<file path="src/rtl/ins_cache_loader.sv">
// ins_cache_loader
//
// Instruction cache sequencer. Loads fixed windows of ISA_DEPTH instructions
// from DDR into a local buffer in bursts of BURST_LEN words. Serves
// instructions to AP_ctrl at the PC address. Publishes the residency handshake
// (ins_cache_rdy, st_cur_ins_cache, load_times) that program_counter uses to
// decide when it may advance.
//
// Ports:
//   clk, rst          clock; asynchronous active-low reset
//   addr_ins          current PC from program_counter
//   ins_req           AP_ctrl request for the instruction at addr_ins
//   ins_out           instruction data (held between strobes)
//   ins_out_valid     one-cycle strobe, ins_out valid
//   ins_cache_rdy     window holding addr_ins is resident
//   st_cur_ins_cache  FSM state code (IDLE=0, LOAD_REQ=1, LOAD_DATA=2,
//                     SENT_INS=3, CHECK=4)
//   load_times        resident window index + 1 (0 = nothing loaded)
//   ddr_rd_req        burst read request, held until ddr_rd_gnt
//   ddr_rd_addr       burst start byte address (0 when not requesting)
//   ddr_rd_gnt        arbiter accepts the request
//   ddr_rd_data       read data
//   ddr_rd_data_vld   read data beat valid
//
// Optional build macro INS_LOAD_STATS_EN:
//   adds output refill_cnt[15:0]. It counts completed window loads and
//   saturates at 0xFFFF.

module ins_cache_loader #(
  parameter int ADDR_WIDTH_MEM  = 16,
  parameter int ISA_DEPTH       = 64,
  parameter int TOTAL_ISA_DEPTH = 128,
  parameter int DDR_ADDR_WIDTH  = 28,
  parameter int INS_WIDTH       = 64,
  parameter int BURST_LEN       = 8,
  parameter logic [DDR_ADDR_WIDTH-1:0] INS_BASE_ADDR = '0
) (
  input  logic                      clk,
  input  logic                      rst,
  input  logic [ADDR_WIDTH_MEM-1:0] addr_ins,
  input  logic                      ins_req,
  output logic [INS_WIDTH-1:0]      ins_out,
  output logic                      ins_out_valid,
  output logic                      ins_cache_rdy,
  output logic [3:0]                st_cur_ins_cache,
  output logic [9:0]                load_times,
  output logic                      ddr_rd_req,
  output logic [DDR_ADDR_WIDTH-1:0] ddr_rd_addr,
  input  logic                      ddr_rd_gnt,
  input  logic [INS_WIDTH-1:0]      ddr_rd_data,
  input  logic                      ddr_rd_data_vld
`ifdef INS_LOAD_STATS_EN
  ,
  output logic [15:0]               refill_cnt
`endif
);

  localparam int IDX_W = $clog2(ISA_DEPTH);
  localparam int CNT_W = (BURST_LEN > 1) ? $clog2(BURST_LEN) : 1;
  // Wide enough for window bounds of any 10-bit window index.
  localparam int WW    = ADDR_WIDTH_MEM + 12;
  localparam logic [IDX_W-1:0] LAST_BEAT_BASE = IDX_W'(ISA_DEPTH - BURST_LEN);
  localparam logic [CNT_W-1:0] LAST_BEAT      = CNT_W'(BURST_LEN - 1);

  typedef enum logic [3:0] {
    IDLE      = 4'd0,
    LOAD_REQ  = 4'd1,
    LOAD_DATA = 4'd2,
    SENT_INS  = 4'd3,
    CHECK     = 4'd4
  } state_t;

  state_t state, next_state;

  logic [9:0]           target;
  logic [IDX_W-1:0]     beat_base;
  logic [CNT_W-1:0]     beat_cnt;
  logic [INS_WIDTH-1:0] ins_buf [ISA_DEPTH];

  logic [WW-1:0] addr_ext, win_lo, win_hi, tgt_lo, tgt_hi;
  logic          in_prog, resident, tgt_hit, burst_end, load_done, rdy_next;

  assign addr_ext  = WW'(addr_ins);
  assign win_hi    = WW'(load_times) << IDX_W;
  assign win_lo    = win_hi - WW'(ISA_DEPTH);
  assign tgt_lo    = WW'(target) << IDX_W;
  assign tgt_hi    = tgt_lo + WW'(ISA_DEPTH);
  assign in_prog   = addr_ext < WW'(TOTAL_ISA_DEPTH);
  assign resident  = (load_times != '0) && (addr_ext >= win_lo) &&
                     (addr_ext < win_hi) && in_prog;
  // Residency against the window that is currently being loaded. It is used
  // to set ins_cache_rdy on the cycle the load completes.
  assign tgt_hit   = (addr_ext >= tgt_lo) && (addr_ext < tgt_hi) && in_prog;
  assign burst_end = (state == LOAD_DATA) && ddr_rd_data_vld && (beat_cnt == LAST_BEAT);
  assign load_done = burst_end && (beat_base == LAST_BEAT_BASE);

  assign st_cur_ins_cache = state;
  assign ddr_rd_req       = (state == LOAD_REQ);
  assign ddr_rd_addr      = ddr_rd_req ?
      INS_BASE_ADDR + (((DDR_ADDR_WIDTH'(target) << IDX_W) | DDR_ADDR_WIDTH'(beat_base)) << 3)
      : '0;

  always_ff @(posedge clk or negedge rst) begin
    if (!rst) state <= IDLE;
    else      state <= next_state;
  end

  always_comb begin
    next_state = state;
    rdy_next   = 1'b0;
    case (state)
      IDLE:      next_state = LOAD_REQ;
      LOAD_REQ:  if (ddr_rd_gnt) next_state = LOAD_DATA;
      LOAD_DATA: begin
        if (burst_end) next_state = load_done ? SENT_INS : LOAD_REQ;
        rdy_next = load_done && tgt_hit;
      end
      SENT_INS: begin
        // Addresses past the program (including the 0x8000 pending-jump
        // address) park here without refilling. A PC one past the window is a
        // sequential refill. Anything else in the program is a jump.
        if (in_prog && !resident)
          next_state = (addr_ext == win_hi) ? LOAD_REQ : CHECK;
        rdy_next = resident;
      end
      CHECK:     next_state = LOAD_REQ;
      default:   next_state = IDLE;
    endcase
  end

  always_ff @(posedge clk or negedge rst) begin
    if (!rst) begin
      target        <= '0;
      beat_base     <= '0;
      beat_cnt      <= '0;
      load_times    <= '0;
      ins_out       <= '0;
      ins_out_valid <= 1'b0;
      ins_cache_rdy <= 1'b0;
    end else begin
      ins_out_valid <= 1'b0;
      ins_cache_rdy <= rdy_next;
      case (state)
        IDLE: target <= '0;
        LOAD_DATA: begin
          if (ddr_rd_data_vld) begin
            if (beat_cnt == LAST_BEAT) begin
              beat_cnt  <= '0;
              // Wraps to zero after the final burst of the window.
              beat_base <= beat_base + IDX_W'(BURST_LEN);
              if (load_done)
                load_times <= (target == 10'h3FF) ? 10'h3FF : target + 10'd1;
            end else begin
              beat_cnt <= beat_cnt + 1'b1;
            end
          end
        end
        SENT_INS: begin
          // Windows are aligned to ISA_DEPTH, so the low address bits are the
          // buffer offset.
          if (ins_req && resident) begin
            ins_out       <= ins_buf[addr_ins[IDX_W-1:0]];
            ins_out_valid <= 1'b1;
          end
          if (next_state == LOAD_REQ) target <= load_times;
        end
        CHECK: target <= 10'(addr_ins >> IDX_W);
        default: ;
      endcase
    end
  end

  always_ff @(posedge clk) begin
    if (state == LOAD_DATA && ddr_rd_data_vld)
      ins_buf[beat_base + IDX_W'(beat_cnt)] <= ddr_rd_data;
  end

`ifdef INS_LOAD_STATS_EN
  always_ff @(posedge clk or negedge rst) begin
    if (!rst)
      refill_cnt <= '0;
    else if (load_done && refill_cnt != 16'hFFFF)
      refill_cnt <= refill_cnt + 16'd1;
  end
`endif

endmodule

</file>
<file path="config.mk">
export PLATFORM = sky130hd
export DESIGN_NAME = ins_cache_loader
export DESIGN_NICKNAME = d
export VERILOG_FILES = /design/src/rtl/ins_cache_loader.sv
export SDC_FILE = /design/constraint.sdc
export NUM_CORES = 2
export LEC_CHECK = 0
export ABC_CLOCK_PERIOD_IN_PS = 14200
export BUFFER_PORTS_ARGS = -buffer_cell sky130_fd_sc_hd__buf_2
export CORE_UTILIZATION = 40
export DETAILED_ROUTE_END_ITERATION = 10
export PLACE_DENSITY = 0.65
export SYNTH_ARGS = -nofsm -noshare
export SYNTH_HDL_FRONTEND = slang
export SYNTH_SLANG_ARGS = --single-unit
</file>
<file path="constraint.sdc">
create_clock -name clk -period 14.2 [get_ports clk]
set_input_delay 2.13 -clock clk [delete_from_list [all_inputs] [get_ports clk]]
set_output_delay 2.13 -clock clk [all_outputs]
set_load 0.03 [all_outputs]
</file>
==> flow_metrics.tcl <==
set metrics [dict create \
    cts_sinks 4192 \
    placed_area_mm2 0.169 \
    internal-power_mw 20.1 \
    cts_buffer_depth 4 \
    die_area_mm2 0.406 \
    drive_gt1_frac 0.215 \
    synth_area_leaders "edfxtp_1 76%, mux4_2 11%, mux2i_1 4.0%, a22oi_1 2.4%, dfrtp_1 1.5%" \
    max_cap_violations 0 \
    clock_skew_ps 57.3 \
    placed_cells 12865 \
    p_per_area_mw_per_mm2 140 \
    synth-seq-cells 4192 \
    vias 84280 \
    nNetsFinal 8146 \
    postCtsHoldBufs 0 \
    seq_power_share 0.535 \
    initial_core_util 0.403 \
    grt_pass1_vias 82725 \
    start_kind "primary input" \
    cp-end-kind "register" \
    clk_latency_ps 980 \
    switching_share 0.214 \
    fin_setup_tns_ps 0 \
    reg2regPathDepth 6 \
    fin_crit_sh 0.445 \
    crit_path_max_fanout 102 \
    syn_to_final_growth_pct 13.0 \
    synth.top_cells.by_count "4,096 x edfxtp_1, 768 x mux4_2, 640 x mux2i_1, 521 x a22oi_1, 260 x clkbuf_1" \
    drt-vias-per-instance 6.18 \
    core_mm2 0.400 \
    cts_resized 0 \
    relSlewSlack 0.0224 \
    finalCriticalPeriod_ps 6320 \
    track_usage 0.228 \
    fill_cells 32708 \
    grt_first_pass_wirelength_um 652000 \
    worstPathRequired_ps 14990 \
    max_freq_mhz 158 \
    synth_edf_count 4096 \
    grt_max_degree 146 \
    dp_slack_ps 6790 \
    grt_overflow 0 \
    drt-initial-drc-count 11985 \
    final_area_mm2 0.182 \
    fin_util 0.455 \
    synth_cells 7660 \
    first_pass_iters 7 \
    async_flop_share 0.0229 \
    rsz0062_at_grt "false" \
    fin_hold_ws_ps 544 \
    hold_depth 2 \
    tightestPinTransition_ps 1470 \
    p_leak_nw 58.2 \
    numCtsBuffers 412 \
    drv_slew 0 \
    ys_seq_area_frac 0.777 \
    io_buffers 178 \
    yosys.area.top_type "edfxtp_1" \
    p_total_mw 25.5 \
    ctsRootBufferMaster "clkbuf_16" \
    grt_antenna_before_repair 49 \
    synth_ff_type "edfxtp_1" \
    status "finished clean" \
    synth_area_mm2 0.161 \
    finalHoldViolations 0 \
    avgSynthCellArea_um2 21.1 \
    die_w_um 637 \
    power.switching_mw 5.45 \
    yosys_warnings 0 \
    finalNonFillerCells 13643 \
    netlist.area_leader.share 0.763 \
    dp_hpwl_um 241000 \
    ir_drop_uv 112 \
    cp.arrival_ps 7110 \
    drcViolationCount 0 \
    finalSetupViolCount 0 \
    clk_pin_slew_ps 60 \
    tritoncts "done" \
    synth_cell_types 58 \
    hp-class "register to register" \
    die_y_um 637 \
    ant_nets 0 \
    gp_congestion 0.799 \
    comb_power_share 0.048 \
    placementRows 232 \
    setup_slack_ps 7880 \
    post_cts_buffers 0 \
    power_frac_clock 0.417 \
    routed_wirelength_um 471000 \
    top_level_ports 194 \
    path_class "primary input to register" \
    htree_levels 5 \
    synth.most_common_cell "edfxtp_1" \
    wl_per_cell_um 34.5 \
]
layout make-up:
| type | instances | area [um^2] | area share |
|---|---|---|---|
| clock buffer | 555 | 11200 | 0.0612 |
| sequential | 4192 | 125000 | 0.688 |
| clock inverter | 210 | 1870 | 0.0103 |
| multi-input combinational | 2989 | 34500 | 0.189 |
| antenna | 13 | 32.5 | 0.000178 |
| timing repair buffer | 388 | 2680 | 0.0147 |
| tap | 5265 | 6590 | 0.0361 |
| inverter | 31 | 119 | 0.000652 |
power by group through the flow:
| stage | Clock, mW | Sequential (mW) | Combinational, mW |
|---|---|---|---|
| 6_report | 10.6 | 13.7 | 1.23 |
| 5_1_grt | 11.2 | 13.7 | 1.31 |
| 4_1_cts | 10.7 | 13.7 | 1.22 |
| 3_5_place_dp | 0 | 13.9 | 1.22 |
| 3_3_place_gp | 0 | 13.9 | 1.19 |
| 2_1_floorplan | 0 | 13.9 | 0.736 |
placed cells by master (no fill, tap or decap), types with 9 or more instances in the layout:
master / instances
nor2_4: 66
dfrtp_1: 96
bufinv_16: 28
clkinvlp_4: 9
nand3_1: 20
nor3_1: 188
buf_2: 173
a22oi_1: 521
a211oi_1: 51
a21oi_1: 203
clkbuf_1: 118
mux2i_1: 640
a2bb2oi_1: 9
conb_1: 16
buf_4: 197
clkbuf_16: 417
xnor2_1: 17
o21ai_0: 16
a21boi_0: 128
and2_1: 14
mux4_2: 768
diode_2: 13
clkinv_1: 90
clkbuf_8: 20
clkinv_2: 58
inv_1: 30
inv_6: 12
ha_1: 47
o22ai_1: 66
nor2_1: 90
buf_12: 14
a2111oi_0: 15
edfxtp_1: 4096
nand2_1: 42
cell families (layout without fill, tap and decap cells):
| group | after synthesis | in the layout | synth area share |
|---|---|---|---|
| flip-flops | 4192 | 4192 | 0.777 |
| multiplexers | 1411 | 1411 | 0.147 |
| AO/OA/AOI/OAI | 1032 | 1032 | 0.0445 |
| buffers and inverters | 494 | 1184 | 0.0127 |
| AND/OR/NAND/NOR | 466 | 466 | 0.0136 |
| adder cells (fa/ha/maj) | 47 | 47 | 0.00365 |
| XOR/XNOR | 17 | 17 | 0.000923 |
| other | 1 | 29 | 0.0000232 |
flip-flops by register name (all words and copies together) (netlist names):
register / count
ins_out: 64
st_cur_ins_cache: 4
ins_buf: 4096
beat_cnt: 3
ins_out_valid: 1
target: 10
beat_base: 3
load_times: 10
ins_cache_rdy: 1
worst max-delay path, cell delays in order:
cell and delay, ps:
buf_12 390, buf_12 660, buf_4 690, buf_4 880
buf_4 800, mux4_2 590, a22oi_1 320, a21oi_1 130
nor3_1 230, a21oi_1 100
final timing paths:
check / startpoint / to / slack [ps]
min: ins_out[32] / ins_out[32] / 540
min in group asynchronous: rst / ins_out[50] / 1130
max reg2reg: st_cur_ins_cache[2] / ins_buf[15][29] / 8490
max in group asynchronous: rst / ins_out_valid / 11530
max: addr_ins[0] / ins_out[9] / 7880
min reg2reg: ins_out[32] / ins_out[32] / 540
layer usage:
metal,vias up,global-route usage,part of all wire
li1,32914,-,-
met1,44938,0.307,0.37
met2,5390,0.363,0.47
met3,1000,0.0555,0.12
met4,38,0.0756,0.038
met5,-,0,0.00051
(Power assumes the default switching activity.)
